==> src/rtl/xcvr_port_pkg.sv <==
// Shared types and constants for the 74245 transceiver port controller.
// Direction encodings follow the 74245 DIR pin: high moves A (CPU) to B (peripheral).
package xcvr_port_pkg;

    localparam int   BYTE_W  = 8;
    localparam logic DIR_A2B = 1'b1;
    localparam logic DIR_B2A = 1'b0;

    typedef enum logic [1:0] {
        ST_IDLE   = 2'd0,
        ST_TURN   = 2'd1,
        ST_DRIVE  = 2'd2,
        ST_SAMPLE = 2'd3
    } state_t;

    // A turnaround gap is needed whenever the transceiver must reverse direction.
    function automatic logic needs_turn(input logic cur_dir, input logic new_dir);
        return (cur_dir != new_dir);
    endfunction

endpackage

==> src/rtl/byte_fifo.sv <==
// Small synchronous FIFO with registered occupancy; pushes are dropped when full
// and pops are ignored when empty, so callers may present requests unconditionally.
module byte_fifo #(
    parameter int DEPTH = 4,
    parameter int WIDTH = 8
) (
    input  logic                     clk,
    input  logic                     rst_n,
    input  logic                     push,
    input  logic                     pop,
    input  logic [WIDTH-1:0]         wdata,
    output logic [WIDTH-1:0]         head,
    output logic [$clog2(DEPTH):0]   count,
    output logic                     full,
    output logic                     empty
);

    localparam int AW = $clog2(DEPTH);

    logic [WIDTH-1:0] mem_r [DEPTH];
    logic [AW-1:0]    wr_ptr_r;
    logic [AW-1:0]    rd_ptr_r;
    logic [AW:0]      count_r;
    logic             do_push_s;
    logic             do_pop_s;

    assign full      = (count_r == AW'(0) + (AW+1)'(DEPTH));
    assign empty     = (count_r == {(AW+1){1'b0}});
    assign do_push_s = push && !full;
    assign do_pop_s  = pop && !empty;
    assign head      = mem_r[rd_ptr_r];
    assign count     = count_r;

    // Storage, pointers and occupancy; pointers wrap naturally since DEPTH is a power of two.
    always_ff @(posedge clk or negedge rst_n) begin
        if (!rst_n) begin
            for (int i = 0; i < DEPTH; i++) begin
                mem_r[i] <= {WIDTH{1'b0}};
            end
            wr_ptr_r <= {AW{1'b0}};
            rd_ptr_r <= {AW{1'b0}};
            count_r  <= {(AW+1){1'b0}};
        end else begin
            if (do_push_s) begin
                mem_r[wr_ptr_r] <= wdata;
                wr_ptr_r        <= wr_ptr_r + AW'(1'b1);
            end
            if (do_pop_s) begin
                rd_ptr_r <= rd_ptr_r + AW'(1'b1);
            end
            case ({do_push_s, do_pop_s})
                2'b10:   count_r <= count_r + (AW+1)'(1'b1);
                2'b01:   count_r <= count_r - (AW+1)'(1'b1);
                default: count_r <= count_r;
            endcase
        end
    end

endmodule

==> src/rtl/xcvr_port_ctrl.sv <==
// Sequences direction and output enable of a 74245 between CPU bus (A) and peripheral (B),
// buffering inbound bytes in a FIFO and holding the last outbound byte for the peripheral.
module xcvr_port_ctrl
    import xcvr_port_pkg::*;
#(
    parameter int FIFO_DEPTH  = 4,
    parameter int TURN_CYCLES = 1,
    parameter int HOLD_CYCLES = 1
) (
    input  logic                        clk,
    input  logic                        nMR,
    input  logic                        rd_req,
    input  logic                        wr_req,
    output logic                        rd_done,
    output logic                        wr_done,
    output logic                        xcvr_dir,
    output logic                        xcvr_nOE,
    output logic [BYTE_W-1:0]           b_out,
    output logic                        b_oe,
    input  logic [BYTE_W-1:0]           b_in,
    input  logic [BYTE_W-1:0]           in_data,
    input  logic                        in_valid,
    output logic                        in_ready,
    output logic [BYTE_W-1:0]           out_data,
    output logic                        out_valid,
    input  logic                        out_ready,
    output logic [$clog2(FIFO_DEPTH):0] fifo_count,
    output logic                        underflow,
    output logic                        busy
);

    localparam int CNT_MAX = (TURN_CYCLES > HOLD_CYCLES) ? TURN_CYCLES : HOLD_CYCLES;
    localparam int CNT_W   = (CNT_MAX > 1) ? $clog2(CNT_MAX) : 1;
    localparam logic [CNT_W-1:0] TURN_LOAD = CNT_W'((TURN_CYCLES > 0) ? TURN_CYCLES - 1 : 0);
    localparam logic [CNT_W-1:0] HOLD_LOAD = CNT_W'(HOLD_CYCLES - 1);

    state_t                     state_r;
    logic [CNT_W-1:0]           cnt_r;
    logic                       dir_r;
    logic                       noe_r;
    logic                       boe_r;
    logic [BYTE_W-1:0]          bout_r;
    logic                       rd_done_r;
    logic                       wr_done_r;
    logic                       busy_r;
    logic                       underflow_r;
    logic                       rd_empty_r;
    logic [BYTE_W-1:0]          out_data_r;
    logic                       out_valid_r;

    logic                       last_s;
    logic                       go_turn_s;
    logic                       go_drive_s;
    logic                       go_sample_s;
    logic                       new_dir_s;
    logic                       drive_done_s;
    logic                       sample_done_s;
    logic                       push_s;
    logic                       pop_s;
    logic [BYTE_W-1:0]          fifo_head_s;
    logic [$clog2(FIFO_DEPTH):0] fifo_count_s;
    logic                       fifo_full_s;
    logic                       fifo_empty_s;

    byte_fifo #(
        .DEPTH (FIFO_DEPTH),
        .WIDTH (BYTE_W)
    ) u_in_fifo (
        .clk   (clk),
        .rst_n (nMR),
        .push  (push_s),
        .pop   (pop_s),
        .wdata (in_data),
        .head  (fifo_head_s),
        .count (fifo_count_s),
        .full  (fifo_full_s),
        .empty (fifo_empty_s)
    );

    // Request arbitration and phase advance; reads win over a simultaneous write.
    always_comb begin
        go_turn_s   = 1'b0;
        go_drive_s  = 1'b0;
        go_sample_s = 1'b0;
        new_dir_s   = dir_r;
        last_s      = (cnt_r == {CNT_W{1'b0}});
        case (state_r)
            ST_IDLE: begin
                if (rd_req) begin
                    new_dir_s = DIR_B2A;
                    if (needs_turn(dir_r, DIR_B2A) && (TURN_CYCLES > 32'sd0)) begin
                        go_turn_s = 1'b1;
                    end else begin
                        go_drive_s = 1'b1;
                    end
                end else if (wr_req && !out_valid_r) begin
                    new_dir_s = DIR_A2B;
                    if (needs_turn(dir_r, DIR_A2B) && (TURN_CYCLES > 32'sd0)) begin
                        go_turn_s = 1'b1;
                    end else begin
                        go_sample_s = 1'b1;
                    end
                end else begin
                    new_dir_s = dir_r;
                end
            end
            ST_TURN: begin
                if (last_s) begin
                    if (dir_r == DIR_B2A) begin
                        go_drive_s = 1'b1;
                    end else begin
                        go_sample_s = 1'b1;
                    end
                end else begin
                    go_drive_s = 1'b0;
                end
            end
            default: begin
                new_dir_s = dir_r;
            end
        endcase
    end

    assign drive_done_s  = (state_r == ST_DRIVE) && last_s;
    assign sample_done_s = (state_r == ST_SAMPLE) && last_s;
    assign push_s        = in_valid && !fifo_full_s;
    // Pop only the byte that was actually presented; a byte pushed mid-read is kept.
    assign pop_s         = drive_done_s && !rd_empty_r;

    // Transfer sequencer: state, turn/hold counter and transceiver-facing outputs.
    always_ff @(posedge clk or negedge nMR) begin
        if (!nMR) begin
            state_r     <= ST_IDLE;
            cnt_r       <= {CNT_W{1'b0}};
            dir_r       <= DIR_A2B;
            noe_r       <= 1'b1;
            boe_r       <= 1'b0;
            bout_r      <= {BYTE_W{1'b0}};
            rd_done_r   <= 1'b0;
            wr_done_r   <= 1'b0;
            busy_r      <= 1'b0;
            underflow_r <= 1'b0;
            rd_empty_r  <= 1'b0;
        end else begin
            rd_done_r <= 1'b0;
            wr_done_r <= 1'b0;
            dir_r     <= new_dir_s;
            if (go_turn_s) begin
                state_r <= ST_TURN;
                cnt_r   <= TURN_LOAD;
                busy_r  <= 1'b1;
            end else if (go_drive_s) begin
                state_r    <= ST_DRIVE;
                cnt_r      <= HOLD_LOAD;
                noe_r      <= 1'b0;
                boe_r      <= 1'b1;
                bout_r     <= fifo_empty_s ? {BYTE_W{1'b0}} : fifo_head_s;
                rd_empty_r <= fifo_empty_s;
                busy_r     <= 1'b1;
                if (fifo_empty_s) begin
                    underflow_r <= 1'b1;
                end
            end else if (go_sample_s) begin
                state_r <= ST_SAMPLE;
                cnt_r   <= HOLD_LOAD;
                noe_r   <= 1'b0;
                busy_r  <= 1'b1;
            end else if (drive_done_s) begin
                state_r   <= ST_IDLE;
                boe_r     <= 1'b0;
                noe_r     <= 1'b1;
                rd_done_r <= 1'b1;
                busy_r    <= 1'b0;
            end else if (sample_done_s) begin
                state_r   <= ST_IDLE;
                noe_r     <= 1'b1;
                wr_done_r <= 1'b1;
                busy_r    <= 1'b0;
            end else if (state_r != ST_IDLE) begin
                cnt_r <= cnt_r - CNT_W'(1'b1);
            end
        end
    end

    // Outbound holding register; a capture on the same edge as out_ready keeps it full.
    always_ff @(posedge clk or negedge nMR) begin
        if (!nMR) begin
            out_data_r  <= {BYTE_W{1'b0}};
            out_valid_r <= 1'b0;
        end else if (sample_done_s) begin
            out_data_r  <= b_in;
            out_valid_r <= 1'b1;
        end else if (out_ready) begin
            out_valid_r <= 1'b0;
        end
    end

    assign rd_done    = rd_done_r;
    assign wr_done    = wr_done_r;
    assign xcvr_dir   = dir_r;
    assign xcvr_nOE   = noe_r;
    assign b_out      = bout_r;
    assign b_oe       = boe_r;
    assign in_ready   = !fifo_full_s;
    assign out_data   = out_data_r;
    assign out_valid  = out_valid_r;
    assign fifo_count = fifo_count_s;
    assign underflow  = underflow_r;
    assign busy       = busy_r;

endmodule
==> config.mk <==
export PLATFORM = sky130hd
export DESIGN_NAME = xcvr_port_ctrl
export DESIGN_NICKNAME = d
export VERILOG_FILES = /design/src/rtl/xcvr_port_pkg.sv /design/src/rtl/byte_fifo.sv /design/src/rtl/xcvr_port_ctrl.sv
export SDC_FILE = /design/constraint.sdc
export NUM_CORES = 1
export LEC_CHECK = 0
export CORE_ASPECT_RATIO = 0.5
export CORE_MARGIN = 2
export CORE_UTILIZATION = 50
export DETAILED_ROUTE_END_ITERATION = 8
export DONT_BUFFER_PORTS = 1
export PLACE_DENSITY_LB_ADDON = 0.12
export RECOVER_POWER = 25
export SYNTH_ARGS = -nofsm -noshare
export SYNTH_HDL_FRONTEND = slang
export SYNTH_SLANG_ARGS = --single-unit
==> constraint.sdc <==
create_clock -name clk -period 3 [get_ports clk]
set_input_delay 0.6 -clock clk [delete_from_list [all_inputs] [get_ports clk]]
set_output_delay 0.6 -clock clk [all_outputs]
set_load 0.02 [all_outputs]
==> results list <==
* Largest incremental delay on the critical path: 560 ps
- Entering global routing, the biggest net connects 66 pins.
- Summed over all layers, the routed wires come to 5430 um.
- Clk Tree Root Cell: clkbuf_16
- The library cell used most frequently in the layout, excluding fill and tap cells, is dfrtp_1.
- The worst register-to-register path begins at state_r[1]$_DFFE_PN0P_.
- The routed layout has 1,571 vias.
* Synth-to-Final Area Change: 11.9%
* Power density relative to cell area: 1280 nW/um^2
- Setup repair after global routing left no endpoint under its margin.
* Max H-tree Level: 3
* Synth Warn #: 0
- At the worst endpoint, the arrival time is 2650 ps.
- First-pass iteration count of the detailed router: 4
- The clock passes through at most 2 buffers.
* Most frequent CP cell: xor2_1
* Number of ports placed on the die boundary: 50
* Core region area: 6030 um^2
- Failing checks: capacitance limit, slew limit
- Worst Setup End Kind: flop
- The worst-case IR drop observed on VDD is 436 uV.
- The die is 115 um wide.
- Met3 usage in global routing: 0.0654
- CP max-delay cell: dfrtp_1
- In this run, the number of DRC markers left after iteration 0 of detailed routing was 83.
* Fraction of met1 tracks used by global routing: 0.237
- The path class of the tightest hold or removal check is primary input to asynchronous set/reset pin.
- Timing startpoint of the critical path: state_r[1]$_DFFE_PN0P_
- Wire length of the first global-routing pass: 8570 um
- Worst clock skew: 6.32 ps
* Floorplan die area: 6860 um^2
- Area taken by flip-flops and latches: 1680 um^2
- In the final layout, the multi-input gates occupy 1310 um^2.
- The number of clock buffers added by TritonCTS is 9.
* Leak pwr: 1.61 nW
- Gate count after technology mapping: 193
- The clock period could shrink to 2390 ps.
- The synthesized design contains 67 register bits.
- Result of the run: finished, violations left
- Maximum Capacitance Violations: 1
- Req. time, crit path: 3250 ps
* Number of failing setup endpoints in the final timing report: 0
- Antenna diodes: 0
- Fraction of synthesis flops using an asynchronous set or reset pin: 1.00
- Routability-driven placement finished with a final weighted congestion of 0.733.
- Routed wirelength normalized by instance count: 18.6 um
- The count of buffers added on input and output ports is 0.
- Once the clock tree was built, the resizer swapped 0 gates to a different size.
- Sum of negative setup slack: 0 ps
- Of the cells placed in the final design, the portion with a size suffix greater than 1 is 0.402.
* TritonCTS clock tree: done
* Critical path class: flop to flop
- Post-CTS timing repair inserted 0 buffers for setup.
* Highest net fanout along the worst path: 11
- After synthesis the cells add up to 3090 um^2.
* Starting Density: 0.512
- Final worst-path cycle share: 0.798
- Counting every net in the synthesized netlist gives 221.
* Measured slew at the worst slew-check pin: 1590 ps
- For this run, design rule violations remaining after detail routing come to 0.
- EDFF count, synth: 0
* Clock Sinks: 67
* Max Clk Rate: 418 MHz
- Height of the chip: 59.6 um
- Number of antenna violations at the first check in global routing: 0
- Final design instance area without fill: 3460 um^2
- Share of synthesized area occupied by flip-flops and latches: 0.543
- After clock tree synthesis, the clock-pin slew on the worst setup and hold paths is 60 ps.
- GRT Overall Usage: 0.173
- Final HPWL from detailed placement: 3450 um
- For this run, the post-layout net count is 227.
* Unique cell type count in the Yosys netlist: 41
- Measured against its own limit, the worst slew margin works out to -0.0609.
- In this run the mean area of a mapped cell was 16.0 um^2.
- The filler cells instantiated in the layout total 481.
- In the routed layout, each cell is associated on average with a via count of 5.38.
- Aggregate global routing overflow: 0
- Residual antenna-violating net count after detailed routing: 0
- Commonest cells after routing, fill and taps aside: dfrtp_1 (65), mux2_4 (32), inv_1 (11)
* Kind of launch point of the worst setup path: flop
- The number of hold-slack violations in the final timing report was 0.
- The critical path goes through or3b_4, nor3_2, ha_1, inv_1, fa_1, xor2_1, nor2_1, xor2_1.
* Num rows: 20
* Final Max Tran Viols: 66
- Via count of the first global-routing pass: 1,607
* Standard cell area after detailed placement: 3150 um^2
* Global-route met2 utilization: 0.255
- Most used DFF post-synth: dfrtp_1
* Grt peak-use layer: met2
- The later pin in the worst-skew pair is clocked with a latency of 330 ps.
[worst max-delay path, delay by kind of cell, from the launching register on]
| kind | cells | cell delay [ps] |
|---|---|---|
| xor+xnor | 2 | 290 |
| fa+ha+maj | 2 | 600 |
| buf+inv | 1 | 60 |
| flops | 1 | 560 |
| simple gates | 3 | 810 |
[final timing paths]
kind / end / slack (ps) / depth (start not counted)
max in group asynchronous: rd_empty_r$_DFFE_PN0N_ / 1390 / 1
worst min register to register: u_in_fifo.mem_r[3]$_DFFE_PN0P_ / 510 / 1
worst max-delay path: u_in_fifo.count[2]$_DFFE_PN0P_ / 610 / 8
worst max register to register: u_in_fifo.count[2]$_DFFE_PN0P_ / 610 / 8
min in group clk: xcvr_dir$_DFFE_PN1P_ / 350 / 1
worst min-delay path: xcvr_dir$_DFFE_PN1P_ / 110 / 0
[cell type report]
class / instances / share of cell area
clock inverter: 7 / 0.0235
sequential: 67 / 0.486
tap: 88 / 0.0318
timing repair buffer: 2 / 0.00362
multi-input combinational: 108 / 0.378
clock buffer: 9 / 0.0651
inverter: 11 / 0.0119
[synth_stat cells (all sizes together) (2+ instances only)]
cell,count,area share
buf,6,0.018
inv,11,0.013
nand3,5,0.024
xnor2,2,0.0057
nand2,7,0.0093
ha,5,0.020
mux4,8,0.058
mux2,42,0.19
nor3,3,0.0081
nor2,3,0.0036
o21ai,2,0.0032
dfrtp,65,0.53
xor2,4,0.011
or3b,2,0.0065
nand2b,2,0.0065
a22o,8,0.023
dfstp,2,0.017
[logic make-up (layout without fill, tap and decap cells)]
logic type               Yosys count  after routing  share of synthesized area
flip-flops                        67             67                      0.543
multiplexers                      51             51                      0.253
AND/OR/NAND/NOR                   26             26                     0.0692
AO/OA/AOI/OAI                     19             19                     0.0571
buffers and inverters             18             29                     0.0332
adder cells (fa/ha/maj)            6              6                     0.0267
XOR/XNOR                           6              6                     0.0170
[registers in the layout, summed over array words and instances, names as in the netlist]
register / count
b_out: 8
out_data: 8
wr_done: 1
xcvr_nOE: 1
u_in_fifo.mem_r: 32
underflow: 1
busy: 1
rd_empty_r: 1
u_in_fifo.wr_ptr_r: 2
xcvr_dir: 1
u_in_fifo.count: 3
b_oe: 1
rd_done: 1
cnt_r: 1
state_r: 2
out_valid: 1
u_in_fifo.rd_ptr_r: 2
[power by group]
group	internal, W	total [W]	switching, W	leakage, nW
registers	0.00136	0.00194	0.000582	0.801
clock network	0.000658	0.00108	0.000419	0.148
logic	0.000894	0.00141	0.000521	0.658
[repair_timing]
action | 4_1_cts | 5_1_grt
hold endpoints to repair | 65 | 0
setup endpoints to repair | 0 | 0
hold buffers | 1 | 0
[layer usage]
layer,up-vias,share of wire
li1,709,-
met1,813,0.48
met2,47,0.45
met3,2,0.066
met4,0,0.0022
met5,-,0
[metrics by stage]
stage	utilization	power [W]	hold WS [ps]	std cells	setup WS, ps
2_1_floorplan	-	0.00313	304	193	827
4_1_cts	0.577	0.00449	100	292	620
3_3_place_gp	0.522	0.00332	306	275	703
5_1_grt	0.573	0.00470	96.9	292	438
6_report	0.573	0.00443	109	292	606
3_5_place_dp	0.522	0.00336	306	275	635
(Power assumes the default switching activity.)
